===== src/rtl/keypad_if.sv =====
// keypad_if: command handshake (cmd_*), scanner matrix (Col in, Row out) and status (busy, done, hit_count)
interface keypad_if;
  logic       cmd_valid;
  logic       cmd_ready;
  logic [3:0] cmd_key;
  logic [7:0] cmd_hold;
  logic [2:0] cmd_bounce;
  logic [3:0] Col;
  logic [3:0] Row;
  logic       busy;
  logic       done;
  logic [7:0] hit_count;
  modport master (output cmd_valid, cmd_key, cmd_hold, cmd_bounce, Col,
                  input cmd_ready, Row, busy, done, hit_count);
  modport slave (input cmd_valid, cmd_key, cmd_hold, cmd_bounce, Col,
                 output cmd_ready, Row, busy, done, hit_count);
endinterface


===== src/rtl/keypad_emulator.sv =====
// keypad_emulator: bouncing matrix-key press emulator; clk/reset plain ports, kp.slave carries command handshake, Col/Row matrix and status
module keypad_emulator #(
  parameter int BOUNCE_PERIOD = 2,
  parameter int RELEASE_GAP = 4
) (
  input logic clk,
  input logic reset,
  keypad_if.slave kp
);
  localparam logic [2:0] IDLE = 3'd0, BOUNCE_IN = 3'd1, HOLD = 3'd2, BOUNCE_OUT = 3'd3, GAP = 3'd4;
  localparam int MAXC0 = (2 * 7 * BOUNCE_PERIOD > 255) ? 2 * 7 * BOUNCE_PERIOD : 255;
  localparam int MAXC = (RELEASE_GAP > MAXC0) ? RELEASE_GAP : MAXC0;
  localparam int CW = $clog2(MAXC + 1);
  logic [2:0] r_state;
  logic [3:0] r_key;
  logic [7:0] r_hold;
  logic [2:0] r_n;
  logic [CW-1:0] r_cnt;
  logic [3:0] r_ph;
  logic r_done;
  logic [7:0] r_hit;
  logic w_accept, w_contact, w_ph_last, w_half_end;
  logic [3:0] w_row;
  assign w_accept = kp.cmd_valid && kp.cmd_ready;
  assign w_half_end = r_cnt == CW'(BOUNCE_PERIOD - 1);
  assign w_ph_last = r_ph == ({1'b0, r_n} << 1) - 4'd1;
  // bounce-in starts closed on even half-phases; bounce-out starts open, so odd half-phases close
  assign w_contact = (r_state == HOLD) || (r_state == BOUNCE_IN && !r_ph[0]) || (r_state == BOUNCE_OUT && r_ph[0]);
  assign w_row = (w_contact && kp.Col[r_key[1:0]]) ? (4'b0001 << r_key[3:2]) : 4'd0;
  assign kp.Row = w_row;
  assign kp.cmd_ready = r_state == IDLE && !reset;
  assign kp.busy = r_state != IDLE;
  assign kp.done = r_done;
  assign kp.hit_count = r_hit;
  always_ff @(posedge clk) begin
    if (reset) begin
      r_state <= IDLE;
      r_key <= '0;
      r_hold <= '0;
      r_n <= '0;
      r_cnt <= '0;
      r_ph <= '0;
      r_done <= 1'b0;
      r_hit <= '0;
    end else begin
      r_done <= 1'b0;
      if (w_accept) r_hit <= '0;
      else if (kp.busy && |w_row && r_hit != 8'hff) r_hit <= r_hit + 8'd1;
      case (r_state)
        IDLE: if (kp.cmd_valid) begin
          r_key <= kp.cmd_key;
          r_hold <= (kp.cmd_hold == 8'd0) ? 8'd1 : kp.cmd_hold;
          r_n <= kp.cmd_bounce;
          r_cnt <= '0;
          r_ph <= '0;
          r_state <= (kp.cmd_bounce != 3'd0) ? BOUNCE_IN : HOLD;
        end
        BOUNCE_IN, BOUNCE_OUT: if (w_half_end) begin
          r_cnt <= '0;
          r_ph <= w_ph_last ? 4'd0 : r_ph + 4'd1;
          if (w_ph_last) r_state <= (r_state == BOUNCE_IN) ? HOLD : GAP;
        end else r_cnt <= r_cnt + CW'(1);
        HOLD: if (r_cnt == CW'(r_hold) - CW'(1)) begin
          r_cnt <= '0;
          r_state <= (r_n != 3'd0) ? BOUNCE_OUT : GAP;
        end else r_cnt <= r_cnt + CW'(1);
        GAP: if (r_cnt == CW'(RELEASE_GAP - 1)) begin
          r_cnt <= '0;
          r_state <= IDLE;
          r_done <= 1'b1;
        end else r_cnt <= r_cnt + CW'(1);
        default: r_state <= IDLE;
      endcase
    end
  end
endmodule


===== src/flat_wrapper.sv =====
// flat-port wrapper written by rule: the top's interface ports become plain ports
module keypad_emulator_flat 
#(
  parameter int BOUNCE_PERIOD = 2,
  parameter int RELEASE_GAP = 4
)
  (clk, reset, kp_cmd_valid, kp_cmd_key, kp_cmd_hold, kp_cmd_bounce, kp_Col, kp_cmd_ready, kp_Row, kp_busy, kp_done, kp_hit_count);
  keypad_if kp_i ();
  input logic clk;
  input logic reset;
  input wire logic [$bits(kp_i.cmd_valid)-1:0] kp_cmd_valid;
  input wire logic [$bits(kp_i.cmd_key)-1:0] kp_cmd_key;
  input wire logic [$bits(kp_i.cmd_hold)-1:0] kp_cmd_hold;
  input wire logic [$bits(kp_i.cmd_bounce)-1:0] kp_cmd_bounce;
  input wire logic [$bits(kp_i.Col)-1:0] kp_Col;
  output wire logic [$bits(kp_i.cmd_ready)-1:0] kp_cmd_ready;
  output wire logic [$bits(kp_i.Row)-1:0] kp_Row;
  output wire logic [$bits(kp_i.busy)-1:0] kp_busy;
  output wire logic [$bits(kp_i.done)-1:0] kp_done;
  output wire logic [$bits(kp_i.hit_count)-1:0] kp_hit_count;
  assign kp_i.cmd_valid = kp_cmd_valid;
  assign kp_i.cmd_key = kp_cmd_key;
  assign kp_i.cmd_hold = kp_cmd_hold;
  assign kp_i.cmd_bounce = kp_cmd_bounce;
  assign kp_i.Col = kp_Col;
  assign kp_cmd_ready = kp_i.cmd_ready;
  assign kp_Row = kp_i.Row;
  assign kp_busy = kp_i.busy;
  assign kp_done = kp_i.done;
  assign kp_hit_count = kp_i.hit_count;
  keypad_emulator #(.BOUNCE_PERIOD(BOUNCE_PERIOD), .RELEASE_GAP(RELEASE_GAP)) u_core (.clk(clk), .reset(reset), .kp(kp_i));
endmodule

===== config.mk =====
export PLATFORM = sky130hd
export DESIGN_NAME = keypad_emulator_flat
export DESIGN_NICKNAME = d
export VERILOG_FILES = /design/src/rtl/keypad_if.sv /design/src/rtl/keypad_emulator.sv /design/src/flat_wrapper.sv
export SDC_FILE = /design/constraint.sdc
export NUM_CORES = 1
export LEC_CHECK = 0
export ABC_AREA = 0
export CAP_MARGIN = 10
export CORE_MARGIN = 2
export CORE_UTILIZATION = 30
export CTS_CLUSTER_DIAMETER = 30
export CTS_CLUSTER_SIZE = 25
export DETAILED_ROUTE_END_ITERATION = 10
export GPL_TIMING_DRIVEN = 0
export PLACE_DENSITY = 0.51
export SLEW_MARGIN = 0
export SYNTH_ARGS = -nofsm -noshare
export SYNTH_HDL_FRONTEND = slang
export SYNTH_SLANG_ARGS = --single-unit

===== constraint.sdc =====
create_clock -name clk -period 2.5 [get_ports clk]
set_input_delay 0.5 -clock clk [delete_from_list [all_inputs] [get_ports clk]]
set_output_delay 0.5 -clock clk [all_outputs]
set_load 0.1 [all_outputs]

Yosys cells after proc, flatten, opt, wreduce, memory -nomap -nowiden

Index checks and enable logic that the tools add are counted.

Flip-flop bits (word level): 39

Eq/ne operators: 14
Multiplexer cells: 23
Add/subtract/negate cells: 5
Bitwise gates (word level): 1
Reductions and logical operators: 26
Magnitude comparators: 1
Shifts and indexed selects: 1

Operators with widths:

| operator                                              | count |
|---|---|
| 2-to-1 mux 8 bit                                      | 5 |
| one-hot mux 8 bit (4 select lines)                    | 1 |
| 2-to-1 mux 3 bit                                      | 7 |
| adder 8 x 1 -> 8 bit, second input constant           | 2 |
| 2-to-1 mux 4 bit                                      | 4 |
| one-hot mux 3 bit (4 select lines)                    | 1 |
| nonzero test 3 bit                                    | 3 |
| == test 8 x 1 -> 1 bit, second input constant         | 1 |
| == test 8 x 2 -> 1 bit, second input constant         | 1 |
| == test 8 bit                                         | 1 |
| zero test 8 bit                                       | 1 |
| inequality test 8 bit, second input constant          | 1 |
| one-hot mux 4 bit (2 select lines)                    | 1 |
| subtractor 8 x 1 -> 8 bit, second input constant      | 1 |
| logical AND 1 bit                                     | 7 |
| == test 3 x 2 -> 1 bit, second input constant         | 2 |
| inequality test 2 x 1 -> 1 bit, second input constant | 3 |
| OR reduction 2 bit                                    | 3 |
| AND reduction 5 bit                                   | 1 |
| adder 4 x 1 -> 4 bit, second input constant           | 1 |
| == test 4 bit                                         | 1 |
| inequality test 2 bit, second input constant          | 2 |
| AND reduction 2 bit                                   | 2 |
| nonzero test 4 bit                                    | 1 |
| 15 further kinds                                      | 18 |

Longest topological paths before layout

Gate-level depths: netlist of the first run.

Depth after elaboration: 9
Mapped depth: 10
Depth with buffers taken out: 8

Worst setup path before layout of the first run

No wires, ideal clock.

Kind: in2out
From: in kp_Col[1]
To: out kp_Row[0]
Slack: -1.331 ns
Stages on the path: 3
Buffers on the path: 0
Arrival: 3.331 ns
Cell sequence: mux4_2 -> nor3b_1 -> nor3b_1

Word-level cells in the longest chain between the ends: 4

RTL lines:

| item                                   | RTL line              | RTL |
|---|---|---|
| start: declaration                     | flat_wrapper.sv:15    | `input wire logic [$bits(kp_i.Col)-1:0] kp_Col;` |
| binary-select mux 1 bit (select 2 bit) | keypad_emulator.sv:29 | `assign w_row = (w_contact && kp.Col[r_key[1:0]]) ? (4'b0001 << r_key[3:2]) : 4'd0;` |
| 2-to-1 mux 1 bit (implied by the code) | keypad_emulator.sv:29 |  |
| logical AND 1 bit                      | keypad_emulator.sv:29 |  |
| 2-to-1 mux 4 bit                       | keypad_emulator.sv:29 |  |
| end: declaration                       | flat_wrapper.sv:17    | `output wire logic [$bits(kp_i.Row)-1:0] kp_Row;` |

Every way passes these cells. The select of a mux whose other input is x is not followed.

Final worst setup path of the first run

From: reg u_core.r_hold[0]
To: reg u_core.r_state[2]

Word-level cells in the longest chain between the ends: 4

RTL lines:

| item                                   | RTL line              | RTL |
|---|---|---|
| start: declaration                     | keypad_emulator.sv:16 | `logic [7:0] r_hold;` |
| start signal: assignment               | keypad_emulator.sv:52 | `r_hold <= (kp.cmd_hold == 8'd0) ? 8'd1 : kp.cmd_hold;` |
| subtractor 8 x 1 -> 8 bit              | keypad_emulator.sv:63 | `HOLD: if (r_cnt == CW'(r_hold) - CW'(1)) begin` |
| == test 8 bit                          | keypad_emulator.sv:63 |  |
| inequality test 2 bit (no source line) | -                     |  |
| AND reduction 5 bit (no source line)   | -                     |  |
| end signal: assignment                 | keypad_emulator.sv:56 | `r_state <= (kp.cmd_bounce != 3'd0) ? BOUNCE_IN : HOLD;` |
| end signal: assignment                 | keypad_emulator.sv:61 | `if (w_ph_last) r_state <= (r_state == BOUNCE_IN) ? HOLD : GAP;` |
| end signal: assignment                 | keypad_emulator.sv:65 | `r_state <= (r_n != 3'd0) ? BOUNCE_OUT : GAP;` |
| end: declaration                       | keypad_emulator.sv:14 | `logic [2:0] r_state;` |

Every way passes these cells.
A chain may end at the register's enable or synchronous reset.

==> impl_metrics.json, run 1 <==
{
  "outcome": "finished, final reports clean",
  "core-area_um2": 7331,
  "multiInputGateArea_um2": 1500,
  "yosys_warnings": 0,
  "comb_power_share_pct": 53.8,
  "report.final.slew_viol_count": 0,
  "clock_latency_ps": 290,
  "place.gp.congestion": 0.7894,
  "io_pins": 37,
  "min_path_type": "reg -> reg",
  "tightest_slew_ps": 969.8,
  "finalCoreUtilization_pct": 40.55,
  "p_sw_mw": 1.279,
  "critPathTopFamily": "compound AO/OA/AOI/OAI gates",
  "die_h_um": 91.44,
  "ir_drop_uv": 336.5,
  "cts-root-buf": "clkbuf_8",
  "synth_nets": 321,
  "cellLeakagePower_nw": 1.117,
  "grt_max_degree": 12,
  "crit_arrival_ps": 2580,
  "crit_start": "u_core.r_hold[0]$_SDFFE_PP0P_",
  "grt-ovfl-total": 0,
  "vias": 2096,
  "startpoint_type": "flop",
  "cpPeakStageDelay_ps": 380,
  "cts_max_path_buffers": 2,
  "synth_flop_cell": "dfxtp_1",
  "maxSlewHeadroom_pct": 35.15,
  "crit_end": "u_core.r_state[2]$_SDFFE_PP0P_",
  "clkPwrFrac_pct": 16.8,
  "fin_crit_ps": 2379,
  "required_ps": 2700,
  "synth_seq_cells": 39,
  "cap_violations": 0,
  "post_dp_cell_area_um2": 2785,
  "hold_viol": 0,
  "detail-route-antenna-nets": 0,
  "critPathBufInv": 2,
  "cp_num_cells": 9,
  "fin_ws_ps": 121.4,
  "synth_cells": 292,
  "die_area_um2": 8360,
  "crit_path_top_delay_cell": "or3_4",
  "rr_worst_depth": 9,
  "viasPerCell": 4.841,
  "synth.avg_cell_area_um2": 7.854,
  "grt_pass1_vias": 2060,
  "grt_pass1_wl_mm": 9.894,
  "grt_util_all_layers_pct": 14.46,
  "fillers": 759,
  "drtIter0Drc": 74,
  "cts_tree": "built",
  "skew_ps": 4.617,
  "crit_chain": "buf_6, inv_1, ha_4, o21bai_1, a2111oi_2, a311o_1, o31ai_4, or3_4, o41ai_4",
  "crit_path_end_kind": "flop",
  "pwr_density_cell_nw_per_um2": 942.6,
  "p_sw_share_pct": 45.63,
  "diodes": 0,
  "seqPwrFrac_pct": 29.4,
  "async_flop_share_pct": 0,
  "synth_area_um2": 2293,
  "drt_drc_violations_left": 0,
  "antenna_found_initial": 0,
  "port_buffers": 35,
  "cts.reportedPaths.clkPinSlew_ps": 80,
  "place_hpwl_mm": 4.433,
  "fmax_mhz": 420.4,
  "layout-drive-gt1-share_pct": 11.38,
  "postCtsSetupRepairBufs": 0,
  "wl_per_cell_um": 13.58,
  "path_max_fanout": 8,
  "synth_cell_type_count": 52,
  "start_util_pct": 31.29,
  "synthToLayoutAreaGrowth_pct": 29.62,
  "r2r_start": "u_core.r_hold[0]$_SDFFE_PP0P_",
  "timing.final.crit_share_pct": 95.14,
  "pre_cts_ws_ps": -1135,
  "dr.pass1.iters": 4,
  "r2r_end": "u_core.r_state[2]$_SDFFE_PP0P_",
  "r2r_slack_ps": 120,
  "synth-edff-count": 0,
  "cts.sinks": 39,
  "rows": 31,
  "cts.htree.levels": 2,
  "fin_nets": 362,
  "dieWidth_um": 91.44,
  "cts_hold_buf": 0,
  "worstSetupPathType": "reg -> reg",
  "routed_wl_mm": 5.880,
  "rsz0062_at_grt": "yes",
  "fin_area_um2": 2973,
  "p_int_mw": 1.524,
  "cts_buffers": 5,
  "regArea_um2": 782.0,
  "yosysSeqAreaShare_pct": 34.04,
  "setup_viol": 0
}
## cell families after synthesis
| logic type | synth area share, % |
|---|---|
| flops | 34.04 |
| mux | 2.782 |
| simple gates | 29.62 |
| buf+inv | 4.310 |
| compound gates | 16.04 |
| xor+xnor | 9.383 |
| fa+ha+maj | 3.819 |
## synthesized netlist by cell type (all sizes together) (2+ instances only)
cell      n  area, um2
inv      10      37.54
xor2     11      96.34
and2      4      26.28
mux2i     3      30.03
nand3    10      50.05
o21ai     9      45.04
o22ai     3      18.77
xnor2    11      96.34
or2       2      12.51
dfxtp    39      780.8
or3       4      25.02
buf       3      20.01
and3      3      18.77
nand3b    2      15.01
nor3     11      55.05
nand2    54      202.7
nor3b     2      15.01
nor2b     5      31.28
ha        7      87.58
o32ai     2      17.52
clkbuf   11      41.29
a21oi    24      123.9
a2111oi   2      36.29
nand2b    5      31.28
o21bai    2      15.01
nor4      6      43.79
a211oi    2      15.01
nor2     24      90.09
nand4     4      25.02
## worst min-delay path by stage
| stage | startpoint | endpoint | slack [ps] | cells after the start |
|---|---|---|---|---|
| after floorplan | u_core.r_n[1]$_SDFFE_PP0P_ | u_core.r_n[1]$_SDFFE_PP0P_ | 440 | 2 |
| after global placement | u_core.r_n[1]$_SDFFE_PP0P_ | u_core.r_n[1]$_SDFFE_PP0P_ | 450 | 2 |
| after detailed placement | u_core.r_n[1]$_SDFFE_PP0P_ | u_core.r_n[1]$_SDFFE_PP0P_ | 450 | 2 |
| after CTS | u_core.r_n[1]$_SDFFE_PP0P_ | u_core.r_n[1]$_SDFFE_PP0P_ | 460 | 2 |
| after global routing | u_core.r_key[1]$_SDFFE_PP0P_ | u_core.r_key[1]$_SDFFE_PP0P_ | 490 | 2 |
| final | u_core.r_n[1]$_SDFFE_PP0P_ | u_core.r_n[1]$_SDFFE_PP0P_ | 460 | 2 |
## stage by stage
step | hold WS (ps) | power (mW) | setup TNS, ps | instances
4_1_cts | 463.9 | 2.757 | 0 | 433
3_3_place_gp | 448.6 | 2.237 | -4893 | 426
2_1_floorplan | 436.3 | 1.922 | -346.6 | 292
6_report | 462.3 | 2.802 | 0 | 433
3_5_place_dp | 452.0 | 2.253 | -5043 | 426
5_1_grt | 487.8 | 3.016 | -43.32 | 433
## worst register-to-register path, stage by stage (launching register included)
cell       delay [ps]
dfxtp_1           330
buf_6             120
inv_1              70
ha_4              190
o21bai_1          170
a2111oi_2         360
a311o_1           290
o31ai_4           130
or3_4             380
o41ai_4           270
## placed cells by master (no fill, tap or decap), drive strengths merged, types with 4 or more instances in the layout
cell,synthesis,final
dfxtp,39,39
nor2,24,24
xnor2,11,11
xor2,11,11
nor2b,5,5
clkbuf,11,18
o21ai,9,9
ha,7,7
nand2b,5,5
buf,3,8
nand2,54,54
nor3,11,11
nor4,6,6
clkdlybuf4s50,0,25
nand3,10,10
inv,10,10
nand4,4,4
and2,4,4
or3,4,4
dlymetal6s2s,0,4
a21oi,24,24
## repair_timing
item,in CTS,in global routing
gates resized for setup,38,17
pin swaps,1,3
endpoints found under the setup margin,8,6
## state kept, by name, summed over array words and instances (netlist names)
name,count
u_core.kp.done,1
u_core.kp.hit_count,8
u_core.r_cnt,8
u_core.r_hold,8
u_core.r_key,4
u_core.r_n,3
u_core.r_ph,4
u_core.r_state,3
## power groups by stage
| stage | logic [mW] | clock network (mW) | registers (mW) |
|---|---|---|---|
| after global placement | 1.40 | 0 | 0.835 |
| after floorplan | 1.09 | 0 | 0.831 |
| final | 1.51 | 0.470 | 0.824 |
| after detailed placement | 1.42 | 0 | 0.837 |
| after CTS | 1.45 | 0.488 | 0.824 |
| after global routing | 1.66 | 0.514 | 0.843 |
## final cells by class
cell class,instances,area share [%]
buffer,13,1.978
clock buffer,8,3.367
sequential,39,26.30
multi-input combinational,229,50.46
tap,99,4.167
inverter,10,1.263
timing repair buffer,35,12.46
## per-layer routing
layer,global-route usage (%),up-vias,part of all wire [%]
met4,3.788,0,1.0
li1,-,1092,-
met1,20.15,958,51
met2,22.43,42,43
met5,0,-,0
met3,3.237,4,4.9
(Power assumes the default switching activity.)
==> inputs of run 2 (changes only) <==
CORE_MARGIN = 1   (was 2)
==> run 2 against run 1 <==
  * Worst hold slack better by 2.6 ps
  * Sequential power about the same
  * Cell count stayed put
  * Clock skew down 2.9 ps
  * Global-route usage grew 0.63 points
  * Non-clock buffer count unchanged
  * Largest power group unchanged
==> impl_metrics.json, run 2 (synthesis gave the netlist of run 1 again) <==
{
  "outcome": "finished, final reports clean",
  "cellLeakagePower_nw": 1.087,
  "routed_wl_mm": 5.786,
  "hold_viol": 0,
  "clock_latency_ps": 290,
  "layout-drive-gt1-share_pct": 11.38,
  "setup_viol": 0,
  "path_max_fanout": 5,
  "start_util_pct": 31.29,
  "place.gp.congestion": 0.7724,
  "grt_util_all_layers_pct": 15.09,
  "viasPerCell": 4.942,
  "wl_per_cell_um": 13.36,
  "die_area_um2": 7999,
  "crit_path_end_kind": "output pin",
  "grt-ovfl-total": 0,
  "cts.sinks": 39,
  "required_ps": 2000,
  "rows": 31,
  "mostFrequentLayoutCells": "nand2_1 (54), dfxtp_1 (38), clkdlybuf4s50_1 (25)",
  "cts_max_path_buffers": 2,
  "rsz0062_at_grt": "yes",
  "cap_violations": 0,
  "tightest_slew_ps": 970.9,
  "grt_pass1_wl_mm": 9.273,
  "core-area_um2": 7331,
  "drt_drc_violations_left": 0,
  "grt_pass1_vias": 1959,
  "drtIter0Drc": 83,
  "worstSetupPathType": "reg -> out",
  "cts.htree.levels": 2,
  "fin_nets": 362,
  "vias": 2140,
  "cts-root-buf": "clkbuf_8",
  "port_buffers": 35,
  "synthToLayoutAreaGrowth_pct": 27.50,
  "cts_buffers": 5,
  "fmax_mhz": 420.4,
  "timing.final.crit_share_pct": 95.14,
  "skew_ps": 1.751,
  "grt_max_degree": 13,
  "setup_tns_ps": 0,
  "crit_path_top_delay_cell": "clkdlybuf4s50_1",
  "critPathBufInv": 1,
  "die_h_um": 89.44,
  "ir_drop_uv": 309.6,
  "maxSlewHeadroom_pct": 35.07,
  "fin_ws_ps": 121.6,
  "pwr_density_cell_nw_per_um2": 927.5,
  "critPathTopFamily": "buffers and inverters",
  "detail-route-antenna-nets": 0,
  "report.final.slew_viol_count": 0,
  "total_power_mw": 2.712,
  "cts_hold_buf": 0,
  "pre_cts_ws_ps": -1110,
  "fin_crit_ps": 2378,
  "cts_tree": "built",
  "io_pins": 37,
  "final_common_cell": "nand2_1",
  "crit_arrival_ps": 1880,
  "antenna_found_initial": 0,
  "min_path_type": "reg -> reg",
  "crit_chain": "clkdlybuf4s50_1",
  "startpoint_type": "flop",
  "dieWidth_um": 89.44,
  "dr.pass1.iters": 4,
  "diodes": 0,
  "cts.reportedPaths.clkPinSlew_ps": 80,
  "cpPeakStageDelay_ps": 1160,
  "place_hpwl_mm": 4.329
}
run 2: cell count changes in the layout (fill, tap and decap cells not counted), sizes merged:
cell / previous run / this run
clkinvlp: 0 / 1
clkbuf: 18 / 16
clkinv: 0 / 1
run 2: per-layer routing:
| metal | global-route usage (%) | up-vias | share of wire [%] |
|---|---|---|---|
| met5 | 0 | - | 0 |
| met4 | 3.030 | 0 | 0.83 |
| met1 | 21.53 | 990 | 50 |
| li1 | - | 1095 | - |
| met3 | 2.401 | 4 | 4.8 |
| met2 | 24.01 | 51 | 44 |
run 2: what timing repair did:
action                                  in CTS  in global routing
buffers inserted                             0                  0
resized for setup                           38                 13
endpoints found under the setup margin      10                  9
pin swaps                                    1                  4
run 2: area by class of cell:
type | instances | area, um2
buffer | 13 | 58.81
clock buffer | 6 | 72.57
clock inverter | 2 | 12.51
fill | 757 | 4407
inverter | 10 | 37.54
multi-input combinational | 229 | 1470
sequential | 39 | 782.0
tap | 99 | 123.9
timing repair buffer | 35 | 366.6
run 2: report_power, final:
| group | total (mW) | switching, mW | internal, mW |
|---|---|---|---|
| Sequential | 0.823 | 0.110 | 0.714 |
| Clock | 0.425 | 0.230 | 0.195 |
| Combinational | 1.46 | 0.927 | 0.537 |
run 2: tightest hold or removal path, delay by kind of cell (launching register included):
family | cells | cell delay, ps
flops | 1 | 320
simple gates | 1 | 50
compound gates | 1 | 50
run 2: worst paths after layout:
check                                 startpoint                              to  slack (ps)  depth (start not counted)
max          u_core.kp.hit_count[2]$_SDFFE_PP0P_                 kp_hit_count[2]         120                          1
min                   u_core.r_n[1]$_SDFFE_PP0P_      u_core.r_n[1]$_SDFFE_PP0P_         460                          2
min reg2reg           u_core.r_n[1]$_SDFFE_PP0P_      u_core.r_n[1]$_SDFFE_PP0P_         460                          2
max reg2reg        u_core.r_hold[0]$_SDFFE_PP0P_  u_core.r_state[2]$_SDFFE_PP0P_         150                          9
run 2: through the flow:
stage / area (um2) / util, % / hold WS [ps] / cells
CTS: 2884 / 39.34 / 467.2 / 433
global route: 2924 / 39.89 / 493.8 / 433
detailed placement: 2785 / 37.99 / 452.2 / 426
finish: 2924 / 39.89 / 464.9 / 433
floorplan: 2311 / - / 436.3 / 292
global placement: 2785 / 37.99 / 449.7 / 426
